## config.mk

```make
export PLATFORM = sky130hd
export DESIGN_NAME = multi_seed_bist_ctrl
export DESIGN_NICKNAME = d
export VERILOG_FILES = /design/src/rtl/multi_seed_bist_ctrl.sv
export SDC_FILE = /design/constraint.sdc
export NUM_CORES = 1
export LEC_CHECK = 0
export BUFFER_PORTS_ARGS = -buffer_cell sky130_fd_sc_hd__buf_2
export CAP_MARGIN = 20
export CORE_MARGIN = 4
export CORE_UTILIZATION = 40
export DETAILED_ROUTE_END_ITERATION = 10
export HOLD_SLACK_MARGIN = 0.1
export PLACE_DENSITY_LB_ADDON = 0.08
export SYNTH_ARGS = -nofsm -noshare
export SYNTH_HDL_FRONTEND = slang
export SYNTH_SLANG_ARGS = --single-unit
```

## constraint.sdc

```tcl
create_clock -name clock_i -period 1.9 [get_ports clock_i]
set_input_delay 0.38 -clock clock_i [delete_from_list [all_inputs] [get_ports clock_i]]
set_output_delay 0.38 -clock clock_i [all_outputs]
set_load 0.05 [all_outputs]
```

## src/rtl/multi_seed_bist_ctrl.sv

```systemverilog
// -----------------------------------------------------------------------------
// multi_seed_bist_ctrl
//
// Circular-BIST controller for an N-channel circuit-under-test. An LFSR drives
// the CUT inputs, a MISR compacts the CUT responses, and the final signature is
// checked against a golden value. The controller can also sweep seeds in
// hardware, from the supplied seed up to the all-ones seed, while accumulating
// a single signature across every session.
//
// Ports
//   clock_i          sole clock, rising edge
//   reset_i          asynchronous, active-high; clears all state
//   bist_start_i     start pulse, accepted in IDLE or DONE
//   bist_abort_i     return to IDLE next cycle (has priority over start)
//   sweep_mode_i     sampled with start; 1 = sweep seeds up to all-ones
//   lfsr_seed_i      start seed, sampled with start (0 runs as 1)
//   golden_sig_i     expected signature, sampled in COMPARE
//   cut_rsp_i        CUT response
//   pattern_o        LFSR low bits while in RUN, else 0
//   test_mode_o      high in every state except IDLE
//   cut_reset_o      high during CUT_RST
//   signature_out_o  live MISR contents
//   session_idx_o    seed of the current session
//   bist_end_o       high in DONE
//   pass_fail_o      1 = signature matched; valid while bist_end_o
// -----------------------------------------------------------------------------
module multi_seed_bist_ctrl #(
  parameter int                PAT_W     = 4,
  parameter int                RSP_W     = 8,
  parameter int                LFSR_W    = 5,
  parameter logic [LFSR_W-1:0] LFSR_TAPS = 5'b10100,
  parameter logic [RSP_W-1:0]  MISR_TAPS = 8'b10111000,
  parameter int                TEST_LEN  = 255,
  parameter int                RSP_LAT   = 1
) (
  input  logic              clock_i,
  input  logic              reset_i,
  input  logic              bist_start_i,
  input  logic              bist_abort_i,
  input  logic              sweep_mode_i,
  input  logic [LFSR_W-1:0] lfsr_seed_i,
  input  logic [RSP_W-1:0]  golden_sig_i,
  input  logic [RSP_W-1:0]  cut_rsp_i,
  output logic [PAT_W-1:0]  pattern_o,
  output logic              test_mode_o,
  output logic              cut_reset_o,
  output logic [RSP_W-1:0]  signature_out_o,
  output logic [LFSR_W-1:0] session_idx_o,
  output logic              bist_end_o,
  output logic              pass_fail_o
);

  // Counter covers RUN (0..TEST_LEN-1), FLUSH (0..RSP_LAT-1) and CUT_RST (0..1).
  localparam int              CNT_W   = $clog2(TEST_LEN + 1);
  localparam logic [CNT_W-1:0] RUN_LAST = CNT_W'(TEST_LEN - 1);
  localparam logic [CNT_W-1:0] LAT_C    = CNT_W'(RSP_LAT);
  localparam logic [CNT_W-1:0] FL_LAST  = CNT_W'(RSP_LAT - 1);
  localparam logic [CNT_W-1:0] RST_LAST = CNT_W'(1);

  typedef enum logic [2:0] {
    ST_IDLE    = 3'd0,
    ST_CUT_RST = 3'd1,
    ST_RUN     = 3'd2,
    ST_FLUSH   = 3'd3,
    ST_COMPARE = 3'd4,
    ST_DONE    = 3'd5
  } state_e;

  state_e              state_q;
  logic [CNT_W-1:0]    cnt_q;
  logic [LFSR_W-1:0]   lfsr_q;
  logic [RSP_W-1:0]    misr_q;
  logic                sweep_q;
  logic [LFSR_W-1:0]   session_q;
  logic [PAT_W-1:0]    pattern_q;
  logic                test_mode_q;
  logic                cut_reset_q;
  logic                bist_end_q;
  logic                pass_fail_q;

  logic [LFSR_W-1:0]   lfsr_d;
  logic [RSP_W-1:0]    misr_d;
  logic [LFSR_W-1:0]   seed_d;
  logic                sess_end_d;
  logic                sess_more_d;

  // LFSR feedback bit: parity of the tapped positions.
  function automatic logic lfsr_fb(input logic [LFSR_W-1:0] v);
    return ^(v & LFSR_TAPS);
  endfunction

  // MISR feedback bit: parity of the tapped positions.
  function automatic logic misr_fb(input logic [RSP_W-1:0] v);
    return ^(v & MISR_TAPS);
  endfunction

  // Next LFSR/MISR values, seed sanitising and end-of-session detection.
  always_comb begin
    lfsr_d      = {lfsr_q[LFSR_W-2:0], lfsr_fb(lfsr_q)};
    misr_d      = {misr_q[RSP_W-2:0], misr_fb(misr_q)} ^ cut_rsp_i;
    sess_more_d = sweep_q & ~(&session_q);
    // An all-zero seed would lock the LFSR up, so it runs as seed 1.
    if (lfsr_seed_i == {LFSR_W{1'b0}}) begin
      seed_d = {{(LFSR_W-1){1'b0}}, 1'b1};
    end else begin
      seed_d = lfsr_seed_i;
    end
    // With zero latency there is no FLUSH: the session ends on the last RUN cycle.
    if ((RSP_LAT == 0) && (state_q == ST_RUN) && (cnt_q == RUN_LAST)) begin
      sess_end_d = 1'b1;
    end else if ((state_q == ST_FLUSH) && (cnt_q == FL_LAST)) begin
      sess_end_d = 1'b1;
    end else begin
      sess_end_d = 1'b0;
    end
  end

  // Controller FSM with registered outputs.
  always_ff @(posedge clock_i or posedge reset_i) begin
    if (reset_i) begin
      state_q     <= ST_IDLE;
      cnt_q       <= {CNT_W{1'b0}};
      lfsr_q      <= {LFSR_W{1'b0}};
      misr_q      <= {RSP_W{1'b0}};
      sweep_q     <= 1'b0;
      session_q   <= {LFSR_W{1'b0}};
      pattern_q   <= {PAT_W{1'b0}};
      test_mode_q <= 1'b0;
      cut_reset_q <= 1'b0;
      bist_end_q  <= 1'b0;
      pass_fail_q <= 1'b0;
    end else if (bist_abort_i) begin
      // Abort keeps the MISR so the partial signature stays observable.
      state_q     <= ST_IDLE;
      cnt_q       <= {CNT_W{1'b0}};
      pattern_q   <= {PAT_W{1'b0}};
      test_mode_q <= 1'b0;
      cut_reset_q <= 1'b0;
      bist_end_q  <= 1'b0;
      pass_fail_q <= 1'b0;
    end else begin
      case (state_q)
        ST_IDLE, ST_DONE: begin
          if (bist_start_i) begin
            state_q     <= ST_CUT_RST;
            cnt_q       <= {CNT_W{1'b0}};
            lfsr_q      <= seed_d;
            session_q   <= seed_d;
            sweep_q     <= sweep_mode_i;
            misr_q      <= {RSP_W{1'b0}};
            test_mode_q <= 1'b1;
            cut_reset_q <= 1'b1;
            bist_end_q  <= 1'b0;
            pass_fail_q <= 1'b0;
          end
        end
        ST_CUT_RST: begin
          if (cnt_q == RST_LAST) begin
            state_q     <= ST_RUN;
            cnt_q       <= {CNT_W{1'b0}};
            cut_reset_q <= 1'b0;
            pattern_q   <= lfsr_q[PAT_W-1:0];
          end else begin
            cnt_q <= cnt_q + CNT_W'(1);
          end
        end
        ST_RUN: begin
          lfsr_q <= lfsr_d;
          // The first RSP_LAT responses belong to the CUT-reset period.
          if (cnt_q >= LAT_C) begin
            misr_q <= misr_d;
          end
          if (cnt_q == RUN_LAST) begin
            state_q   <= ST_FLUSH;
            cnt_q     <= {CNT_W{1'b0}};
            pattern_q <= {PAT_W{1'b0}};
          end else begin
            cnt_q     <= cnt_q + CNT_W'(1);
            pattern_q <= lfsr_d[PAT_W-1:0];
          end
        end
        ST_FLUSH: begin
          misr_q <= misr_d;
          cnt_q  <= cnt_q + CNT_W'(1);
        end
        ST_COMPARE: begin
          state_q     <= ST_DONE;
          pass_fail_q <= (misr_q == golden_sig_i);
          bist_end_q  <= 1'b1;
        end
        default: begin
          state_q <= ST_IDLE;
        end
      endcase
      // End of session overrides the per-state next values above (later
      // non-blocking assignments win): either start the next sweep seed or
      // move on to COMPARE.
      if (sess_end_d) begin
        cnt_q <= {CNT_W{1'b0}};
        if (sess_more_d) begin
          state_q     <= ST_CUT_RST;
          session_q   <= session_q + LFSR_W'(1);
          lfsr_q      <= session_q + LFSR_W'(1);
          cut_reset_q <= 1'b1;
        end else begin
          state_q <= ST_COMPARE;
        end
      end
    end
  end

  assign pattern_o       = pattern_q;
  assign test_mode_o     = test_mode_q;
  assign cut_reset_o     = cut_reset_q;
  assign signature_out_o = misr_q;
  assign session_idx_o   = session_q;
  assign bist_end_o      = bist_end_q;
  assign pass_fail_o     = pass_fail_q;

endmodule

```

==> results.txt <==
Worst EP required: 2080 ps
Worst slew margin: 66.6%
EDFF count, synth: 0
Crit path cell chain: or4_4, o41ai_4, a221oi_2, buf_6, a21o_1, a22o_1
RSZ-0062 raised after global routing: true
Synth Register Bits: 38
CTS hold repair buffers: 0
Main synth FF type: dfrtp_1
Post-route setup slack: 4.56 ps
Vias: 2329
Cells after Synth: 275
Vias in the first global route: 2221
Clock root cell: clkbuf_8
Width of the die: 85.8 um
CTS Buf Count: 5
F_max: 528 MHz
Tcrit/Tclk final: 99.8%
Top cells by area, synth: dfrtp_1 39%, xnor2_1 7.6%, nand2_1 5.1%, nor2_1 4.8%, o21ai_0 3.9%
Post-DRT Antenna Nets: 0
Total power: 5.16 mW
Routed length per instance: 15.3 um
Setup_tns: 0 ps
Drt pass-1 iters: 4
Sequential fraction of the synthesis area: 39.3%
CTS tree: yes
Vias per Instance: 5.32
Final routed DRC violation total: 0
Initial DRC count: 144
Die Ht: 85.8 um
Number of diodes: 0
Synth cell types: 50
Global-route wire length before repair: 11.0 mm
Syn-to-layout area delta: 35.6%
Worst Max-Slew Pin Slew: 500 ps
Clock Pin Slew Worst Setup and Hold Paths: 80 ps
Syn_nets: 308
Final Hold Viols: 0
Commonest non-fill, non-tap cell in the layout: buf_2
WL final: 6.71 mm
Yosys top cell by area: dfrtp_1
Final worst path period need: 1900 ps
Final nets: 395
Setup CP Type: register to register
Worst setup SP type: register
Pin count of the biggest net entering global routing: 39
Syn Area/Cell: 8.80 um^2
Initial antenna violation count: 0
I/O pins: 47
# fillers: 547
Starting Density: 41.1%
Placed Cells: 423
Port bufs: 46
Core region area: 0.00589 mm^2
Total Routing Usage GR: 18.5%
CP top delay family: compound AO/OA/AOI/OAI gates
HPWL Detailed: 4.75 mm
Setup violators final: 0
DIE AREA: 0.00736 mm^2
Clock latency on the worst-skew pair: 290 ps
# H-tree levels: 2
Ys Warns: 0
Clk_skew: 3.88 ps
Worst path arrival time: 2080 ps
Placement Setup Slack: -30.1 ps
Critical Path End Type: register
Ys async rst share: 100%
Fin cells: 438
Buffers plus inverters on the worst setup path: 1
Congestion Overflow GR: 0
Slew Limit Fails: 0
Clk sinks: 38
Fraction of layout cells with a size suffix above 1: 36.9%
Crit path max-delay cell type: or4_4
Max_cap viols: 0
Status: completed
Mapped Area: 0.00242 mm^2
Pwr/cell area: 1570 mW/mm^2
VDD IR max: 0.743 mV
Site Rows: 28
Clock tree buffer depth: 2
Yosys top cell area share: 39.3%
Placer Congestion: 0.826
Critical path fanouts, max: 12
Hold Path Class: primary input to asynchronous set/reset pin
Max stage delay on crit path: 570 ps
P_leak: 1.46 nW
Most frequent cells in the layout: 46 x buf_2, 41 x buf_4, 33 x dfrtp_1, 32 x nand2_1, 31 x nor2_1
## per-stage QoR
step | hold WS [ps] | util [%] | cell area [um^2]
2_1_floorplan | 466 | - | 2450
3_3_place_gp | 479 | 51.0 | 3000
3_5_place_dp | 496 | 51.0 | 3000
4_1_cts | 215 | 53.2 | 3130
5_1_grt | 257 | 55.8 | 3280
6_report | 193 | 55.8 | 3280
## final timing paths
check,start,to,slack [ps],cells after the start
hold / removal,reset_i,pattern_o[1],190,3
hold reg to reg,lfsr_q[4],lfsr_q[4],520,2
min in group clock_i,sweep_mode_i,sweep_q,320,2
setup / recovery,cnt_q[2],cnt_q[3],5,6
max in group asynchronous,reset_i,cnt_q[6],1330,3
setup reg to reg,cnt_q[2],cnt_q[3],5,6
## tightest hold or removal path: cells and delay by family
family                 cells  cell delay (ps)
buffers and inverters      3              550
## where the power goes
group	leakage (nW)	switching [mW]	internal [mW]	total, mW
Clock	0.0579	0.306	0.387	0.692
Sequential	0.493	0.311	1.08	1.39
Combinational	0.906	1.81	1.28	3.08
## metal layers
metal	vias to the layer above	part of all wire (%)	routed length (um)	track usage, %
met5	-	0	0	0
met3	5	4.8	321	3.46
li1	1160	-	-	-
met2	55	44	2960	27.5
met4	0	0.63	42	3.88
met1	1109	50	3380	27.8
## area by class of cell
class                      instances  area, um^2  share of cell area, %
clock buffer                       5        68.8                   2.10
clock inverter                     3        40.0                   1.22
inverter                          13        48.8                   1.49
multi-input combinational        213        1480                   45.1
sequential                        38         957                   29.2
tap                               75        93.8                   2.86
timing repair buffer              91         592                   18.0
## sequential cells by signal (all words and copies together), names as in the netlist
register,count
pattern_o,4
lfsr_q,5
pass_fail_o,1
state_q,3
cut_reset_o,1
session_idx_o,5
bist_end_o,1
cnt_q,8
test_mode_o,1
signature_out_o,8
sweep_q,1
## what timing repair did
action | CTS | global route
gates resized for setup | 3 | 26
pin swaps | 1 | 7
buffers inserted | 1 | 5
cloned | 0 | 2
endpoints found under the setup margin | 6 | 25
## logic make-up (layout without fill, tap and decap cells)
family                     Yosys count  count (layout)  synth area share [%]
AOI/OAI and AO/OA                   75              75                  21.8
and+or+nand+nor                    105             106                  21.2
DFF                                 38              38                  39.3
xor gates and xnor gates            23              23                  8.32
muxes                                2               2                 0.879
adders and majority gates            7               7                  3.62
buffers and inverters               25             112                  4.96
## synthesized netlist by cell type (3+ instances only)
cell / count
ha_1: 7
nor3_1: 3
o22ai_1: 3
nand3_1: 13
inv_1: 13
nand2_1: 33
nor2b_1: 3
nand4_1: 3
a21oi_1: 14
xnor2_1: 21
a221oi_1: 7
a31oi_1: 3
nand2b_1: 4
o31ai_1: 9
a22o_1: 3
dfrtp_1: 38
clkbuf_1: 3
nor2_1: 31
buf_2: 3
o21ai_0: 19
(Power assumes the default switching activity.)
